$ cat src/rtl/multi_divid_seq.sv
// Sequential signed multiply/divide unit behind a valid/ready handshake.
// Each operation iterates one bit per clock on operand magnitudes, then a FIX cycle restores the signs.
module multi_divid_seq #(
    parameter int N = 5
) (
    input  logic         clk,
    input  logic         rst,
    input  logic         in_valid,
    output logic         in_ready,
    input  logic [N-1:0] a,
    input  logic [N-1:0] b,
    input  logic [1:0]   signal,
    output logic         out_valid,
    input  logic         out_ready,
    output logic [N-1:0] m,
    output logic [N-1:0] r,
    output logic         error
);

    localparam int CW = $clog2(N + 1);
    localparam int W2 = 2 * N;

    typedef enum logic [1:0] {
        IDLE = 2'd0,
        CALC = 2'd1,
        FIX  = 2'd2,
        DONE = 2'd3
    } state_t;

    state_t        r_state;
    state_t        w_next_state;

    // Captured operation attributes
    logic [1:0]    r_op;
    logic          r_sign_a;
    logic          r_sign_b;
    logic          r_ovf;
    logic [CW-1:0] r_cnt;

    // Multiply datapath: shift-and-add on magnitudes
    logic [W2-1:0] r_acc;
    logic [W2-1:0] r_cand;
    logic [N:0]    r_plier;

    // Divide datapath: restoring division on magnitudes
    logic [N-1:0]  r_quo;
    logic [N-1:0]  r_rem;
    logic [N:0]    r_mb;

    // Result registers
    logic [N-1:0]  r_m;
    logic [N-1:0]  r_r;
    logic          r_error;
    logic          r_out_valid;

    logic          w_accept;
    logic          w_short;
    logic          w_last;
    logic [N:0]    w_ext_a;
    logic [N:0]    w_ext_b;
    logic [N:0]    w_mag_a;
    logic [N:0]    w_mag_b;
    logic [N:0]    w_rem_sh;
    logic          w_sub_ok;
    logic [N-1:0]  w_rem_diff;
    logic          w_neg;
    logic [W2-1:0] w_prod;
    logic [N-1:0]  w_quo_s;
    logic [N-1:0]  w_rem_s;

    assign in_ready  = (r_state == IDLE) && !rst;
    assign w_accept  = in_valid && in_ready;

    // Zero divisor and reserved opcodes skip the iteration entirely.
    assign w_short   = signal[1] || ((signal == 2'b00) && (b == '0));
    assign w_last    = (r_cnt == CW'(N - 1));

    // Magnitudes in N+1 bits so that -2^(N-1) is representable.
    assign w_ext_a   = {a[N-1], a};
    assign w_ext_b   = {b[N-1], b};
    assign w_mag_a   = a[N-1] ? -w_ext_a : w_ext_a;
    assign w_mag_b   = b[N-1] ? -w_ext_b : w_ext_b;

    assign w_rem_sh   = {r_rem, r_quo[N-1]};
    assign w_sub_ok   = (w_rem_sh >= r_mb);
    assign w_rem_diff = w_rem_sh[N-1:0] - r_mb[N-1:0];

    assign w_neg     = r_sign_a ^ r_sign_b;
    assign w_prod    = w_neg ? -r_acc : r_acc;
    assign w_quo_s   = w_neg ? -r_quo : r_quo;
    // Remainder follows the dividend's sign.
    assign w_rem_s   = r_sign_a ? -r_rem : r_rem;

    always_ff @(posedge clk) begin
        if (rst) begin
            r_state <= IDLE;
        end else begin
            r_state <= w_next_state;
        end
    end

    always_comb begin
        // NOTE: default assignment first so every path drives w_next_state and no latch is inferred.
        w_next_state = r_state;
        case (r_state)
            IDLE: begin
                if (w_accept) begin
                    w_next_state = w_short ? DONE : CALC;
                end
            end
            CALC: begin
                if (w_last) begin
                    w_next_state = FIX;
                end
            end
            FIX: begin
                w_next_state = DONE;
            end
            DONE: begin
                if (r_out_valid && out_ready) begin
                    w_next_state = IDLE;
                end
            end
            default: begin
                w_next_state = IDLE;
            end
        endcase
    end

    always_ff @(posedge clk) begin
        // NOTE: non-blocking assignments so every register samples pre-edge values of its peers.
        if (rst) begin
            r_op        <= '0;
            r_sign_a    <= 1'b0;
            r_sign_b    <= 1'b0;
            r_ovf       <= 1'b0;
            r_cnt       <= '0;
            r_acc       <= '0;
            r_cand      <= '0;
            r_plier     <= '0;
            r_quo       <= '0;
            r_rem       <= '0;
            r_mb        <= '0;
            r_m         <= '0;
            r_r         <= '0;
            r_error     <= 1'b0;
            r_out_valid <= 1'b0;
        end else begin
            case (r_state)
                IDLE: begin
                    if (w_accept) begin
                        r_op     <= signal;
                        r_sign_a <= a[N-1];
                        r_sign_b <= b[N-1];
                        r_ovf    <= (a == {1'b1, {(N-1){1'b0}}}) && (b == '1);
                        r_cnt    <= '0;
                        r_acc    <= '0;
                        r_cand   <= {{(N-1){1'b0}}, w_mag_a};
                        r_plier  <= w_mag_b;
                        r_quo    <= w_mag_a[N-1:0];
                        r_rem    <= '0;
                        r_mb     <= w_mag_b;
                    end
                end
                CALC: begin
                    r_cnt <= r_cnt + CW'(1);
                    if (r_op[0]) begin
                        if (r_plier[0]) begin
                            r_acc <= r_acc + r_cand;
                        end
                        r_cand  <= r_cand << 1;
                        r_plier <= r_plier >> 1;
                    end else begin
                        r_rem <= w_sub_ok ? w_rem_diff : w_rem_sh[N-1:0];
                        r_quo <= {r_quo[N-2:0], w_sub_ok};
                    end
                end
                FIX: begin
                    if (r_op[0]) begin
                        r_m     <= w_prod[W2-1:N];
                        r_r     <= w_prod[N-1:0];
                        r_error <= 1'b0;
                    end else begin
                        // Overflow quotient wraps to -2^(N-1) naturally; remainder is zero.
                        r_m     <= w_quo_s;
                        r_r     <= w_rem_s;
                        r_error <= r_ovf;
                    end
                    r_out_valid <= 1'b1;
                end
                DONE: begin
                    if (!r_out_valid) begin
                        // Short path: result is a fixed error encoding.
                        if (r_op[1]) begin
                            r_m <= '0;
                            r_r <= '0;
                        end else begin
                            r_m <= {1'b0, {(N-1){1'b1}}};
                            r_r <= '1;
                        end
                        r_error     <= 1'b1;
                        r_out_valid <= 1'b1;
                    end else if (out_ready) begin
                        r_out_valid <= 1'b0;
                    end
                end
                default: begin
                    r_out_valid <= 1'b0;
                end
            endcase
        end
    end

    assign out_valid = r_out_valid;
    assign m         = r_m;
    assign r         = r_r;
    assign error     = r_error;

endmodule

$ cat config.mk
export PLATFORM = sky130hd
export DESIGN_NAME = multi_divid_seq
export DESIGN_NICKNAME = d
export VERILOG_FILES = /design/src/rtl/multi_divid_seq.sv
export SDC_FILE = /design/constraint.sdc
export NUM_CORES = 1
export LEC_CHECK = 0
export CAP_MARGIN = 30
export CORE_MARGIN = 5
export CORE_UTILIZATION = 55
export DETAILED_ROUTE_END_ITERATION = 10
export PLACE_DENSITY = 0.8
export SYNTH_ARGS = -nofsm -noshare
export SYNTH_HDL_FRONTEND = slang
export SYNTH_SLANG_ARGS = --single-unit
$ cat constraint.sdc
create_clock -name clk -period 2.7 [get_ports clk]
set_input_delay 0.675 -clock clk [delete_from_list [all_inputs] [get_ports clk]]
set_output_delay 0.675 -clock clk [all_outputs]
set_load 0.1 [all_outputs]
==> summary.md, run 1 <==
| Metric | Value |
|---|---|
| Vias per inst | `5.736` |
| Vias in the first global route | `3305` |
| Total power | `4.530 mW` |
| Skew-Pair Late Insertion Delay | `350 ps` |
| Hold/Removal Path Class | `reg -> reg` |
| Setup TNS | `0 ps` |
| Cell count after synthesis | `472` |
| Pint | `2.418 mW` |
| Critical path's largest stage delay | `460 ps` |
| Total I/O pin count | `29` |
| Slew margin rel. | `51.46%` |
| Ys async rst share | `0%` |
| Unique masters post-synth | `59` |
| # H-tree levels | `3` |
| Critical path type | `in -> out` |
| Tcrit/Tclk final | `90.39%` |
| Total Routing Usage GR | `22.36%` |
| Nets | `548` |
| Global-route wire length before repair | `15490 um` |
| Clock skew | `7.559 ps` |
| Cts repair resizes | `0` |
| Clk pin slew, worst setup/hold paths | `60 ps` |
| DR vias | `3453` |
| Pin count of the biggest net entering global routing | `31` |
| PwrDens | `1021 nW/um^2` |
| Worst-path cell chain | `clkdlybuf4s50_1, buf_4, nor2b_2, buf_12` |
| Filler cells | `569` |
| Total length of routed wires | `9231 um` |
| Combinational Power Share | `51.1%` |
| Synth warnings | `0` |
| Drt first pass iters | `5` |
| Setup repair bufs after CTS | `0` |
| Most common cell in the netlist | `dfxtp_1` |
| Worst-path maximum fanout | `16` |
| Avg Inst Size Synth | `8.151 sq um` |
| Setup crit end kind | `output port` |
| Inserted Clock Buffers | `9` |
| Die Y | `93.64 um` |
| Synthesized flop and latch total | `64` |
| Starting Density | `56.63%` |
| Worst Path Required | `2030 ps` |
| Reg2reg setup slack | `300 ps` |
| Post-CTS Hold Buffers | `0` |
| Max Cap Viol | `0` |
| Maximum vdd ir drop | `0.0003932 V` |
| Fin. Hold Viols | `0` |
| Synthesized cell area | `3847 sq um` |
| Area Growth Syn to Fin | `15.35%` |
| CTS tree | `yes` |
| Die area | `8768 sq um` |
| Synthesized Nets | `518` |
| Utilization after layout | `65.32%` |
| RSZ-0062 raised after global routing | `false` |
| HPWL after DPL | `7127 um` |
| Row count | `30` |
| Hold Crit Start | `r_plier[2]` |
| CTS max path bufs | `2` |
| Sw Pwr | `2.112 mW` |
| Top_reg_cell synth | `dfxtp_1` |
| Routed Antenna Nets | `0` |
| Slowest CP cell | `clkdlybuf4s50_1` |
| Post-synth EDFFs | `0` |
| Worst r2r src | `r_quo[4]` |
| Area contributors post-synth | `dfxtp_1 (33%), ha_1 (9.1%), nor2_1 (5.0%)` |
| Slew @ Worst Pin | `728.2 ps` |
| CP Launch Type | `input pin` |
| Area of the core | `6794 sq um` |
| # diodes | `0` |
| Sequential-to-total area share from yosys stat | `33.30%` |
| Final Setup Violations | `0` |
| Root Buffer | `clkbuf_8` |
| Yosys top cell area share | `33.30%` |
| Status | `finished clean` |
| Fin crit period | `2440 ps` |
| Reg power frac | `29.8%` |
| Share of cells above drive strength 1 | `10.28%` |
| Input/output buffers | `28` |
| Slew Limit Fails | `0` |
| Sw frac | `46.62%` |
| Post-synth top cells | `dfxtp_1 (64), nor2_1 (51), nand2_1 (48), a21oi_1 (37), inv_1 (32)` |
| DRC viols | `0` |
| Gp weighted congestion | `0.8707` |
| Initial antenna violation count | `0` |
| Leak Pwr | `1.783 nW` |
| Grt total ovfl | `0` |
| Worst EP arrival | `1770 ps` |
| Cell accounting for the most synthesized area | `dfxtp_1` |
| Worst Setup SP | `rst` |
| Initial DRC count | `247` |
| Chip width | `93.64 um` |
| Avg WL per Cell | `15.33 um` |
| Fmax | `409.8 MHz` |
| CTS sink count | `64` |
| Clock Power Share | `19.2%` |
[metrics by stage]
stage | worst slack [ps] | hold WS [ps] | instance area [sq um] | cells
4_1_cts | 263.8 | 462.9 | 4438 | 602
6_report | 259.5 | 460.0 | 4438 | 602
2_1_floorplan | 364.9 | 427.9 | 3850 | 472
3_3_place_gp | 172.9 | 439.9 | 4233 | 587
3_5_place_dp | 100.4 | 453.9 | 4233 | 587
5_1_grt | 69.98 | 486.4 | 4438 | 602
[placed cells by master, fill, tap and decap left out, drive strengths merged, types with 10 or more instances in the layout]
| master | netlist | final |
|---|---|---|
| dfxtp | 64 | 64 |
| nor2 | 51 | 51 |
| nand2 | 48 | 48 |
| a21oi | 38 | 38 |
| inv | 32 | 32 |
| ha | 28 | 28 |
| o21ai | 28 | 28 |
| buf | 4 | 24 |
| xnor2 | 21 | 21 |
| a211oi | 15 | 15 |
| clkdlybuf4s50 | 0 | 15 |
| nand3 | 12 | 12 |
| clkbuf | 16 | 12 |
| nor3 | 12 | 12 |
| a22oi | 11 | 11 |
| o31ai | 10 | 10 |
[power groups by stage]
stage,Combinational [mW],Sequential (mW),Clock [mW]
2_1_floorplan,1.24,1.89,0
3_5_place_dp,2.30,1.37,0
6_report,2.31,1.35,0.868
3_3_place_gp,2.25,1.36,0
4_1_cts,2.31,1.35,0.874
5_1_grt,2.52,1.38,0.917
[cell type report]
class                           count  area, sq um  area share (%)
Clock buffer                       12        165.2           3.721
Clock inverter                      3        40.04          0.9022
Inverter                           33        123.9           2.791
Multi-Input combinational cell    355         2365           53.28
Sequential cell                    64         1281           28.87
Tap cell                           96        120.1           2.707
Timing Repair Buffer               39        342.8           7.725
[kinds of logic (layout without fill, tap and decap cells)]
kind of cell               after synthesis  after routing  share of synthesized area [%]
DFF                                     64             64                          33.30
adders and majority gates               30             30                          10.15
muxes                                   10             10                          2.667
AOI/OAI and AO/OA                      134            134                          23.22
buffers and inverters                   53             87                          5.300
xor gates and xnor gates                29             29                          7.090
and+or+nand+nor                        152            152                          18.28
[worst paths after layout]
| check | end | cells after the start |
|---|---|---|
| worst min register to register | r_plier[2] | 2 |
| worst max register to register | r_quo[0] | 10 |
| worst min-delay path | r_plier[2] | 2 |
| worst max-delay path | in_ready | 4 |
[registers in the layout (all words and copies together), names as in the netlist, 3 cells and up]
name,flops
r_rem,5
r_plier,6
r,5
r_mb,6
r_acc,10
r_quo,5
m,5
r_cnt,3
r_cand,10
[critical path: cells and delay by family]
family	cells	cell delay [ps]
buf+inv	3	890
simple gates	1	190
[per-layer routing]
layer / up-vias / wire (um) / global-route usage [%]
met1: 1606 / 4302 / 29.08
met4: 0 / 279 / 9.868
met2: 95 / 4144 / 34.60
met5: - / 0 / 0
li1: 1724 / - / -
met3: 28 / 504 / 6.114
No activity file was read; power rests on OpenSTA's default activity.
==> run 2: changes to the inputs <==
HOLD_SLACK_MARGIN = 0.06   (was default)
REMOVE_ABC_BUFFERS = 1   (was default)
==> run 2 against run 1 <==
Compared with the run above:
- flip-flop and latch count stayed put
- power is 0.66% higher
- largest cell class unchanged
- routed wire length is 0.78% lower
- sequential power hardly changed
- largest power group unchanged
==> summary.md, run 2 (same netlist as run 1, synthesis figures left out) <==
| Metric | Value |
|---|---|
| Input/output buffers | `28` |
| Slew Limit Fails | `0` |
| # H-tree levels | `3` |
| Critical path type | `in -> out` |
| Post-CTS Hold Buffers | `0` |
| Avg WL per Cell | `15.16 um` |
| Fin crit period | `2475 ps` |
| Total I/O pin count | `29` |
| Largest registers | `r_acc (10), r_cand (10)` |
| Pin count of the biggest net entering global routing | `31` |
| Row count | `30` |
| Area of the core | `6794 sq um` |
| Slew margin rel. | `52.81%` |
| Status | `finished clean` |
| Share of cells above drive strength 1 | `9.843%` |
| Root Buffer | `clkbuf_8` |
| Fmax | `404.1 MHz` |
| PwrDens | `1024 nW/um^2` |
| Nets | `549` |
| Drt first pass iters | `5` |
| CTS tree | `yes` |
| Cts repair resizes | `0` |
| Global-route wire length before repair | `15500 um` |
| Setup crit end kind | `output port` |
| Hold/Removal Path Class | `reg -> reg` |
| DRC viols | `0` |
| Total Routing Usage GR | `22.19%` |
| CP Launch Type | `input pin` |
| Clock skew | `7.936 ps` |
| CTS max path bufs | `2` |
| Gp weighted congestion | `0.8821` |
| Skew-Pair Late Insertion Delay | `340 ps` |
| Inserted Clock Buffers | `9` |
| DR vias | `3432` |
| Max Cap Viol | `0` |
| Most frequent cells in the layout | `dfxtp_1 (64), nor2_1 (51), nand2_1 (48), a21oi_1 (37), inv_1 (32)` |
| Maximum vdd ir drop | `0.0003604 V` |
| Vias per inst | `5.682` |
| Worst EP arrival | `1800 ps` |
| Chip width | `93.64 um` |
| Initial antenna violation count | `0` |
| Utilization after layout | `65.52%` |
| Die Y | `93.64 um` |
| Clk pin slew, worst setup/hold paths | `70 ps` |
| Total length of routed wires | `9159 um` |
| Leak Pwr | `1.786 nW` |
| Vias in the first global route | `3274` |
| HPWL after DPL | `7030 um` |
| Grt total ovfl | `0` |
| Final Setup Violations | `0` |
| Worst-path maximum fanout | `4` |
| Setup TNS | `0 ps` |
| Most common cell after layout, fill and taps aside | `dfxtp_1` |
| Setup repair bufs after CTS | `0` |
| Area Growth Syn to Fin | `15.71%` |
| Starting Density | `56.63%` |
| Tcrit/Tclk final | `91.66%` |
| Slew @ Worst Pin | `707.9 ps` |
| # diodes | `0` |
| CTS sink count | `64` |
| Worst Path Required | `2030 ps` |
| Initial DRC count | `211` |
| RSZ-0062 raised after global routing | `false` |
| Routed Antenna Nets | `0` |
| Fin. Hold Viols | `0` |
| Total power | `4.560 mW` |
| Die area | `8768 sq um` |
==> run 2: final timing paths <==
path / from / endpoint / slack (ps) / depth (start not counted)
setup / recovery: rst / in_ready / 230 / 4
hold / removal: r_mb[5] / r_mb[5] / 460 / 2
setup reg to reg: r_quo[4] / r_quo[0] / 290 / 10
hold reg to reg: r_mb[5] / r_mb[5] / 460 / 2
==> run 2: power breakdown <==
| part | total (mW) | leakage (nW) | internal (mW) | switching, mW |
|---|---|---|---|---|
| registers | 1.36 | 0.521 | 1.16 | 0.194 |
| clock network | 0.903 | 0.108 | 0.545 | 0.358 |
| logic | 2.30 | 1.16 | 0.756 | 1.54 |
==> run 2: metrics by stage <==
stage | instance area [sq um] | cells | hold WS (ps) | setup WS, ps
after floorplan | 3767 | 452 | 425.3 | -93.91
after global placement | 4238 | 588 | 438.9 | 166.4
after detailed placement | 4238 | 588 | 450.5 | 84.47
after CTS | 4452 | 604 | 461.3 | 218.6
after global routing | 4452 | 604 | 491.2 | 117.8
final | 4452 | 604 | 459.1 | 225.2
==> run 2: per-layer routing <==
layer	up-vias	GRT usage [%]	wire, um
met5	-	0	0
met4	0	8.063	110
met3	10	2.896	383
met2	81	38.48	4583
met1	1618	28.08	4081
li1	1723	-	-
==> run 2: final cells by class <==
type	instances	area, sq um
clock buffer	13	148.9
timing repair buffer	40	350.3
fill	546	2342
tap	96	120.1
clock inverter	3	65.06
multi-input combinational	355	2362
sequential	64	1281
inverter	33	123.9
==> run 2: critical path: stages <==
cell and delay, ps:
clkdlybuf4s50_1 490, buf_4 190, nor2b_1 230, buf_12 210
==> variant: new RTL, flow settings as in run 2 <==
Change the parameter `N` from 5 to 6.
--- a/src/rtl/multi_divid_seq.sv
+++ b/src/rtl/multi_divid_seq.sv
@@ -3,3 +3,3 @@
 module multi_divid_seq #(
-    parameter int N = 5
+    parameter int N = 6
 ) (
Interface: changed (resized a, b, m and r); port bits go from 29 to 33. No check against the original RTL was run, so the function may have changed too.
==> variant against run 2 <==
Area after synthesis increased by 20%. Cell area up 19%. Worst hold slack worse by 5.3 ps. Setup slack improved by 89 ps. Fmax up 3.7%. Core utilization decreased by 0.60 points. Die area is 18% higher. Sequential cell count rose by 10. Power grew 23%. Cell count rose by 19%. Routed wire length grew 31%. Clock power grew 27%.
==> variant: results (changes against run 2) <==
| Metric | Value |
|---|---|
| Status | `completed` |
| Ys async rst share | `0 (unchanged)` |
| Wire length on met3 | `577 µm (+51%)` |
| Commonest cells post-synth | `dfxtp_1, nand2_1, nor2_1` |
| Worst path slowest cell | `dfxtp_1` |
| Met2 usage | `0.386 (+0.00157)` |
| Slew margin rel. | `0.534 (+0.00554)` |
| Switching power | `2570 µW (+23%)` |
| Synth area leaders | `dfxtp_1, ha_1, nand2_1, nor2_1, a21oi_1` |
| Met3 Resource Use GR | `0.0344 (+0.00547)` |
| Crit-path leading delay family | `buffers and inverters` |
| Critical Path Fanout Max | `6 (+2)` |
| Final GP Congestion | `0.916 (+3.9%)` |
| Met2 wire len | `5.69 mm (+24%)` |
| Post-CTS setup buffers | `0 (unchanged)` |
| Pleak | `0.00215 µW (+20%)` |
| CTS H-Tree Depth | `3 (unchanged)` |
| Slowest stage delay, CP | `340 ps (-150 ps)` |
| Top_reg_cell synth | `dfxtp_1` |
| Setup Slack @ Placement | `103 ps (+18.7 ps)` |
| I/O Buffers | `32 (+14%)` |
| Die X | `102 µm (+8.5%)` |
| Worst-Skew Late Latency | `350 ps` |
| Max Used Layer | `met4` |
| CP arrival | `1710 ps (-90 ps)` |
| Final wirelength | `12.0 mm (+31%)` |
| Register area share after synthesis | `0.321 (-0.0119)` |
| WP buf/inv | `2 (-1)` |
| Maximum VDD drop | `0.466 mV (+29%)` |
| M1 GR Usage | `0.323 (+0.0418)` |
| M1 wire length | `5.51 mm (+35%)` |
| Clock Skews | `6.16 ps (-1.78 ps)` |
| Vias in the first global route | `4079 (+25%)` |
| Final nets | `658 (+20%)` |
| GRT Overall Usage | `0.237 (+0.0150)` |
| Pin count of the biggest net entering global routing | `22 (-29%)` |
| First-pass GRT wire length | `19.6 mm (+27%)` |
| Biggest regs | `r_acc (12), r_cand (12)` |
| Vias per inst | `6.12 (+7.8%)` |
| Yosys cell types | `61 (+3.4%)` |
| Tightest Hold Check Type | `reg -> reg` |
| Clock Tree Buf Depth | `2 (unchanged)` |
| 1st-iter DRT viols | `310 (+47%)` |
| Post-detail-place hpwl | `9.05 mm (+29%)` |
| Fraction of layout cells with a size suffix above 1 | `0.109 (+0.0111)` |
| Area post-placement | `5040 µm² (+19%)` |
==> variant: final timing paths <==
path,start,to,slack (ps),cells after the start
min,r_plier[1]$_SDFFE_PP0P_,r_plier[1]$_SDFFE_PP0P_,450,2
max reg2reg,r_mb[1]$_SDFFE_PP0P_,r_rem[3]$_SDFFE_PP0P_,320,8
max,r_state[0]$_SDFFE_PP0P_,in_ready,310,4
min reg2reg,r_plier[1]$_SDFFE_PP0P_,r_plier[1]$_SDFFE_PP0P_,450,2
==> variant: power groups by stage <==
| stage | Clock [µW] | Sequential [µW] | Combinational, µW |
|---|---|---|---|
| 2_1_floorplan | 0 | 2090 | 1530 |
| 3_3_place_gp | 0 | 1570 | 2760 |
| 3_5_place_dp | 0 | 1580 | 2830 |
| 4_1_cts | 1140 | 1560 | 2860 |
| 5_1_grt | 1190 | 1600 | 3100 |
| 6_report | 1150 | 1560 | 2880 |
==> variant: stage by stage <==
step | TNS (ps) | util | hold slack [ps] | instances
6_report | 0 | 0.649 | 454 | 717
2_1_floorplan | -2250 | - | 425 | 545
3_3_place_gp | 0 | 0.617 | 443 | 701
5_1_grt | 0 | 0.649 | 490 | 717
3_5_place_dp | 0 | 0.617 | 447 | 701
4_1_cts | 0 | 0.649 | 457 | 717
==> variant: final cells by class <==
type	count	area, µm²
clock buffers	9	124
clock inverters	7	141
fillers	694	2870
inverters	31	116
multi-input cells	440	2880
flip-flops and latches	74	1480
well taps	105	131
repair buffers	51	433
==> variant: cell families after synthesis <==
family,share of synthesized area
xor gates and xnor gates,0.0608
AOI/OAI and AO/OA,0.248
and+or+nand+nor,0.205
muxes,0.0174
buffers and inverters,0.0545
adders and majority gates,0.0928
DFF,0.321
==> variant: worst min-delay path, cell delays in order (launching register included) <==
cell and delay (ps):
dfxtp_1 310, nand2_1 50, a21oi_1 50
